==> config.mk <==
export PLATFORM = sky130hd
export DESIGN_NAME = seg7_scan
export DESIGN_NICKNAME = d
export VERILOG_FILES = /design/src/rtl/seg7_scan.sv
export SDC_FILE = /design/constraint.sdc
export NUM_CORES = 1
export LEC_CHECK = 0
export CORE_AREA = 2 2 78 65
export DETAILED_ROUTE_END_ITERATION = 8
export DIE_AREA = 0 0 80 67
export PLACE_DENSITY = 0.82
export SLEW_MARGIN = 25
export SYNTH_ARGS = -nofsm -noshare
export SYNTH_HDL_FRONTEND = slang
export SYNTH_SLANG_ARGS = --single-unit
==> constraint.sdc <==
create_clock -name clk -period 1.9 [get_ports clk]
set_clock_uncertainty 0.05 [all_clocks]
set_input_delay 0.38 -clock clk [delete_from_list [all_inputs] [get_ports clk]]
set_output_delay 0.38 -clock clk [all_outputs]
set_load 0.01 [all_outputs]
==> src/rtl/seg7_scan.sv <==
// ---------------------------------------------------------------------------
// seg7_scan -- four-digit seven-segment scan driver.
//
// Stores four hex nibbles written from the nibble mux and time-multiplexes
// them onto shared active-low segment lines. Each digit is driven for CLK_DIV
// clock cycles in turn: 0, 1, 2, 3, 0, ...
//
// Parameters
//   CLK_DIV    cycles each digit stays selected (>= 2)
//
// Ports
//   clk        system clock, rising edge
//   rst        synchronous, active-high reset
//   nibbleIn   hex value to store (from muxOut)
//   wrEn       capture nibbleIn into digit wrIdx
//   wrIdx      target digit, 0 = rightmost
//   blankMask  bit i high keeps digit i dark while it is scanned
//   an         digit enables, active-low, an[i] drives digit i
//   seg        segments, active-low, {g,f,e,d,c,b,a}
//   scanIdx    digit currently being scanned (an/seg lag it by one cycle)
//
// Build option
//   SEG7_GHOST_BLANK_EN  when defined, the output stage goes dark for one
//                        cycle at every digit change to suppress ghosting.
// ---------------------------------------------------------------------------
module seg7_scan #(
  parameter int CLK_DIV = 100000
) (
  input  logic       clk,
  input  logic       rst,
  input  logic [3:0] nibbleIn,
  input  logic       wrEn,
  input  logic [1:0] wrIdx,
  input  logic [3:0] blankMask,
  output logic [3:0] an,
  output logic [6:0] seg,
  output logic [1:0] scanIdx
);

  localparam int                CntW    = (CLK_DIV > 2) ? $clog2(CLK_DIV) : 1;
  localparam logic [CntW-1:0]   CntLast = CntW'(CLK_DIV - 1);

  logic [3:0]      digit [4];
  logic [CntW-1:0] divCnt;
  logic            scanAdvance;
  logic            dark;

  // Active-low {g,f,e,d,c,b,a} pattern for a hex value.
  function automatic logic [6:0] hexDecode(input logic [3:0] v);
    // NOTE: the default assignment ahead of the case keeps this purely
    // combinational even if an arm is ever dropped -- no latch can appear.
    hexDecode = 7'h7F;
    case (v)
      4'h0: hexDecode = 7'h40;
      4'h1: hexDecode = 7'h79;
      4'h2: hexDecode = 7'h24;
      4'h3: hexDecode = 7'h30;
      4'h4: hexDecode = 7'h19;
      4'h5: hexDecode = 7'h12;
      4'h6: hexDecode = 7'h02;
      4'h7: hexDecode = 7'h78;
      4'h8: hexDecode = 7'h00;
      4'h9: hexDecode = 7'h10;
      4'hA: hexDecode = 7'h08;
      4'hB: hexDecode = 7'h03;
      4'hC: hexDecode = 7'h46;
      4'hD: hexDecode = 7'h21;
      4'hE: hexDecode = 7'h06;
      4'hF: hexDecode = 7'h0E;
      default: hexDecode = 7'h7F;
    endcase
  endfunction

  assign scanAdvance = (divCnt == CntLast);

`ifdef SEG7_GHOST_BLANK_EN
  // The advance edge would otherwise show the outgoing digit for one more
  // cycle while the anodes are about to switch; darken it instead.
  assign dark = blankMask[scanIdx] | scanAdvance;
`else
  assign dark = blankMask[scanIdx];
`endif

  // Digit store. The registers are cleared on reset so the display reads 0
  // after any reset, including one asserted mid-scan.
  always_ff @(posedge clk) begin
    if (rst) begin
      // NOTE: a memory is normally left unreset; this one is only four
      // nibbles and its cleared contents are visible behaviour.
      for (int i = 0; i < 4; i++) digit[i] <= 4'h0;
    end else if (wrEn) begin
      digit[wrIdx] <= nibbleIn;
    end
  end

  // Refresh counter and scan index.
  always_ff @(posedge clk) begin
    if (rst) begin
      // NOTE: sequential state uses non-blocking assignments so every
      // register samples pre-edge values, matching the hardware.
      divCnt  <= '0;
      scanIdx <= 2'd0;
    end else if (scanAdvance) begin
      divCnt  <= '0;
      scanIdx <= scanIdx + 2'd1;
    end else begin
      divCnt  <= divCnt + CntW'(1);
    end
  end

  // Registered output stage: driven from the pre-edge scanIdx and digit
  // contents, so an/seg trail scanIdx by one cycle and a write is visible
  // one edge after it lands.
  always_ff @(posedge clk) begin
    if (rst) begin
      an  <= 4'b1111;
      seg <= 7'h7F;
    end else if (dark) begin
      an  <= 4'b1111;
      seg <= 7'h7F;
    end else begin
      an  <= ~(4'b0001 << scanIdx);
      seg <= hexDecode(digit[scanIdx]);
    end
  end

endmodule

==> results of run 1 <==
## registers in the layout, indices dropped and copies added, names as in the netlist, named ones only
signal	count
divCnt	17
digit	16
seg	7
an	4
scanIdx	2
## synth_stat cells, drive strengths merged, types with 3 or more instances
master	n	share of area [%]
buf	4	1.2
ha	11	6.3
nor3	8	1.8
dfxtp	32	29
edfxtp	16	22
nor2	22	3.8
xnor2	12	4.8
o21ai	3	0.68
or2	3	0.97
and2	16	4.6
a21oi	7	1.6
mux4	5	5.5
nand3	8	1.8
nor4	5	1.4
o221ai	4	1.6
nand4	4	1.1
nand2	11	1.9
mux2i	3	1.4
inv	12	2.0
## cell families after synthesis
| family | count (synthesis) | synth area share [%] |
|---|---|---|
| flops | 48 | 51.0 |
| xor+xnor | 14 | 5.57 |
| simple gates | 86 | 20.6 |
| fa+ha+maj | 11 | 6.26 |
| mux | 8 | 6.83 |
| compound gates | 21 | 6.37 |
| buf+inv | 17 | 3.41 |
## worst max path at each step
stage	startpoint	endpoint	slack, ns	cells past startpoint
finish	flip-flop	seg[3]	0.1	5
global route	flip-flop	seg[6]	0.002	5
CTS	flip-flop	seg[6]	0.004	5
detailed placement	flip-flop	seg[5]	-0.04	5
global placement	flip-flop	seg[5]	0.07	5
floorplan	flip-flop	seg[6]	0.006	5
## power by group through the flow
stage,combinational (mW),sequential [mW],clock (mW)
after floorplan,0.103,1.14,0
after global placement,0.195,1.14,0
after detailed placement,0.201,1.14,0
after CTS,0.204,1.12,0.748
after global routing,0.224,1.12,0.781
final,0.207,1.12,0.735
## area by class of cell
| class | count | share of cell area [%] |
|---|---|---|
| flip-flops and latches | 48 | 41.4 |
| well taps | 60 | 2.77 |
| repair buffers | 38 | 13.3 |
| clock buffers | 5 | 2.54 |
| clock inverters | 3 | 1.57 |
| multi-input cells | 140 | 36.8 |
| inverters | 12 | 1.66 |
## per-stage QoR
stage               util, %  cell area, um^2
finish                 60.1             2710
global route           60.1             2710
CTS                    59.8             2700
detailed placement     57.5             2600
global placement       57.5             2600
floorplan                 -             2200
## what timing repair did
action | 4_1_cts | 5_1_grt
setup buffers | 0 | 1
setup endpoints to repair | 4 | 5
resized for setup | 2 | 3
pin swaps | 0 | 0
cloned | 0 | 0
## layer usage
layer / part of all wire, % / vias up / GRT usage, %
met1: 49 / 731 / 19.8
met3: 4.8 / 4 / 4.34
met4: 1.6 / 0 / 7.42
li1: - / 798 / -
met5: 0 / - / 0
met2: 45 / 38 / 25.5
==> flow_summary.yaml, run 1 <==
yosys:
  count_of_flip_flops_with_a_built_in_enable_after_synthesis: 16
  post_synth_instance_area_um2: 2200
  synthCells: 205
  dominant_synthesized_flop_cell: "sky130_fd_sc_hd__dfxtp_1"
  synth_fp_nets: 229
  asyncSetResetFlopFracSynth_pct: 0
  ys_seq_elements: 48
  synth.distinct_cells: 38
  synth.yosys.warnings: 0
  post_synth.cell_area_avg_um2: 10.7
  sequential_share_of_the_synthesized_area_pct: 51.0
floorplanning:
  top_level_ports: 26
  coreArea_um2: 4510
  rows: 22
  design.die.area_um2: 5360
  floorplan.initialDensity_pct: 48.7
  die_height_um: 67
  die_width_um: 80
clocking:
  cts-buffers-inserted: 5
  root_buffer: "sky130_fd_sc_hd__clkbuf_8"
  clock_sinks: 48
  cts_max_path_buffers: 2
  tritoncts: "done"
  insertion_delay_ns: 0.30
  clock_pin_slew_reported_for_the_worst_setup_and_hold_paths_after_clock_tree_synthesis_ns: 0.09
  postCtsHoldBufs: 0
  htree_num_levels: 2
sta:
  final.period_utilization_pct: 94.9
  timing.hold.ws_ns: 0.422
  timing_worst_slew_pin_value_ns: 0.317
  max_slew_headroom_pct: 78.6
  rsz_0062_raised_after_global_routing: "no"
  layout_min_cycle_time_ns: 1.80
  max_freq_mhz: 554
  timing.final.ws_setup_ns: 0.0961
  finalHoldViolations: 0
  tns_ns: 0
  timing_max_transition_violations_final: 0
  setup_viol: 0
min_path:
  min_path_cells: 1
  hold_end: "divCnt[0]"
  worstHoldStart: "divCnt[0]"
  worst_hold_path_type: "reg2reg"
detailed_routing:
  drc: 0
  detail_route.first_pass.iterations: 6
  antenna_left: 0
  route.vias.total: 1571
  routedWlPerCell_um: 13.0
  vias_per_cell: 5.13
  drt_iter0_markers: 110
  wirelength_um: 3970
run_status:
  status: "complete, no violations"
power_and_ir_drop:
  design_power_total_mw: 2.06
  clkPwrFrac_pct: 35.7
  switching_power_mw: 0.459
  share_comb_of_total_power_pct: 10.1
  swShare_pct: 22.2
  p_seq_share_pct: 54.3
  ir_drop_mv: 0.340
  static-leakage-power_nw: 0.985
  power_per_cell_area_nw_per_um2: 760
  cellInternalPower_mw: 1.60
place:
  worst_slack_placed_ns: -0.0396
  io_buffer_count: 25
  globalplace.congestion: 0.862
  place.detailed.instances: 297
  detailedPlacementHpwl_um: 2920
critical_path:
  cp_class: "reg2reg"
  critical_path.reg2reg.endpoint: "seg[3]"
  register_to_register_setup_slack_ns: 0.1
  critPathCaptureType: "flip-flop"
  critPathBufInv: 2
  cp_peak_stage_delay_ns: 0.60
  number_of_cells_traversed_by_the_worst_register_to_register_path: 5
  critical_path_arrival_ns: 1.95
  cp_max_fo: 8
  timing.critical_path.cells: "buf_4, mux4_2, buf_4, nor4_1, a31oi_1"
  critPathTopFamily: "multiplexers"
  timing.critical_path.from_type: "flip-flop"
  timing.critical_path.slowest_stage_cell: "sky130_fd_sc_hd__mux4_2"
  worstPathRequired_ns: 2.04
  critPathMostFrequentCell: "sky130_fd_sc_hd__buf_4"
layout:
  area_growth_syn_to_layout_pct: 23.3
  layout.cells.most_common: "sky130_fd_sc_hd__dfxtp_1"
  multi_input_gate_area_um2: 998
  drive_above_1_share_pct: 14.6
  final-seq-area_um2: 1120
  antenna-diode-count: 0
  layout_common_cells: "31 x sky130_fd_sc_hd__dfxtp_1, 25 x sky130_fd_sc_hd__clkdlybuf4s50_1, 22 x sky130_fd_sc_hd__nor2_1"
  final_cell_count_no_fill: 306
  final_nets: 269
  fillerInstances: 383
grt:
  initial_antenna_violation_count: 0
  grt_pass1_vias: 1407
  grt_max_degree: 16
  grt_first_pass_wirelength_um: 6330
  groute.usage.overall_pct: 15.8
  total_grt_overflow: 0
run:
  max_cap_viol_count: 0
Power figures use the tool's default switching activity.
==> run 2: changes to the inputs <==
Settings changed: SKIP_CTS_REPAIR_TIMING from default to 1.
==> results of run 2 <==
No change in the layout: final DEF, timing and power equal those of run 1.
Among the figures that moved: wire length of the first global-routing pass 6330 um -> 6310 um; via count of the first global-routing pass 1407 -> 1400; met2 usage 25.5% -> 25.3%
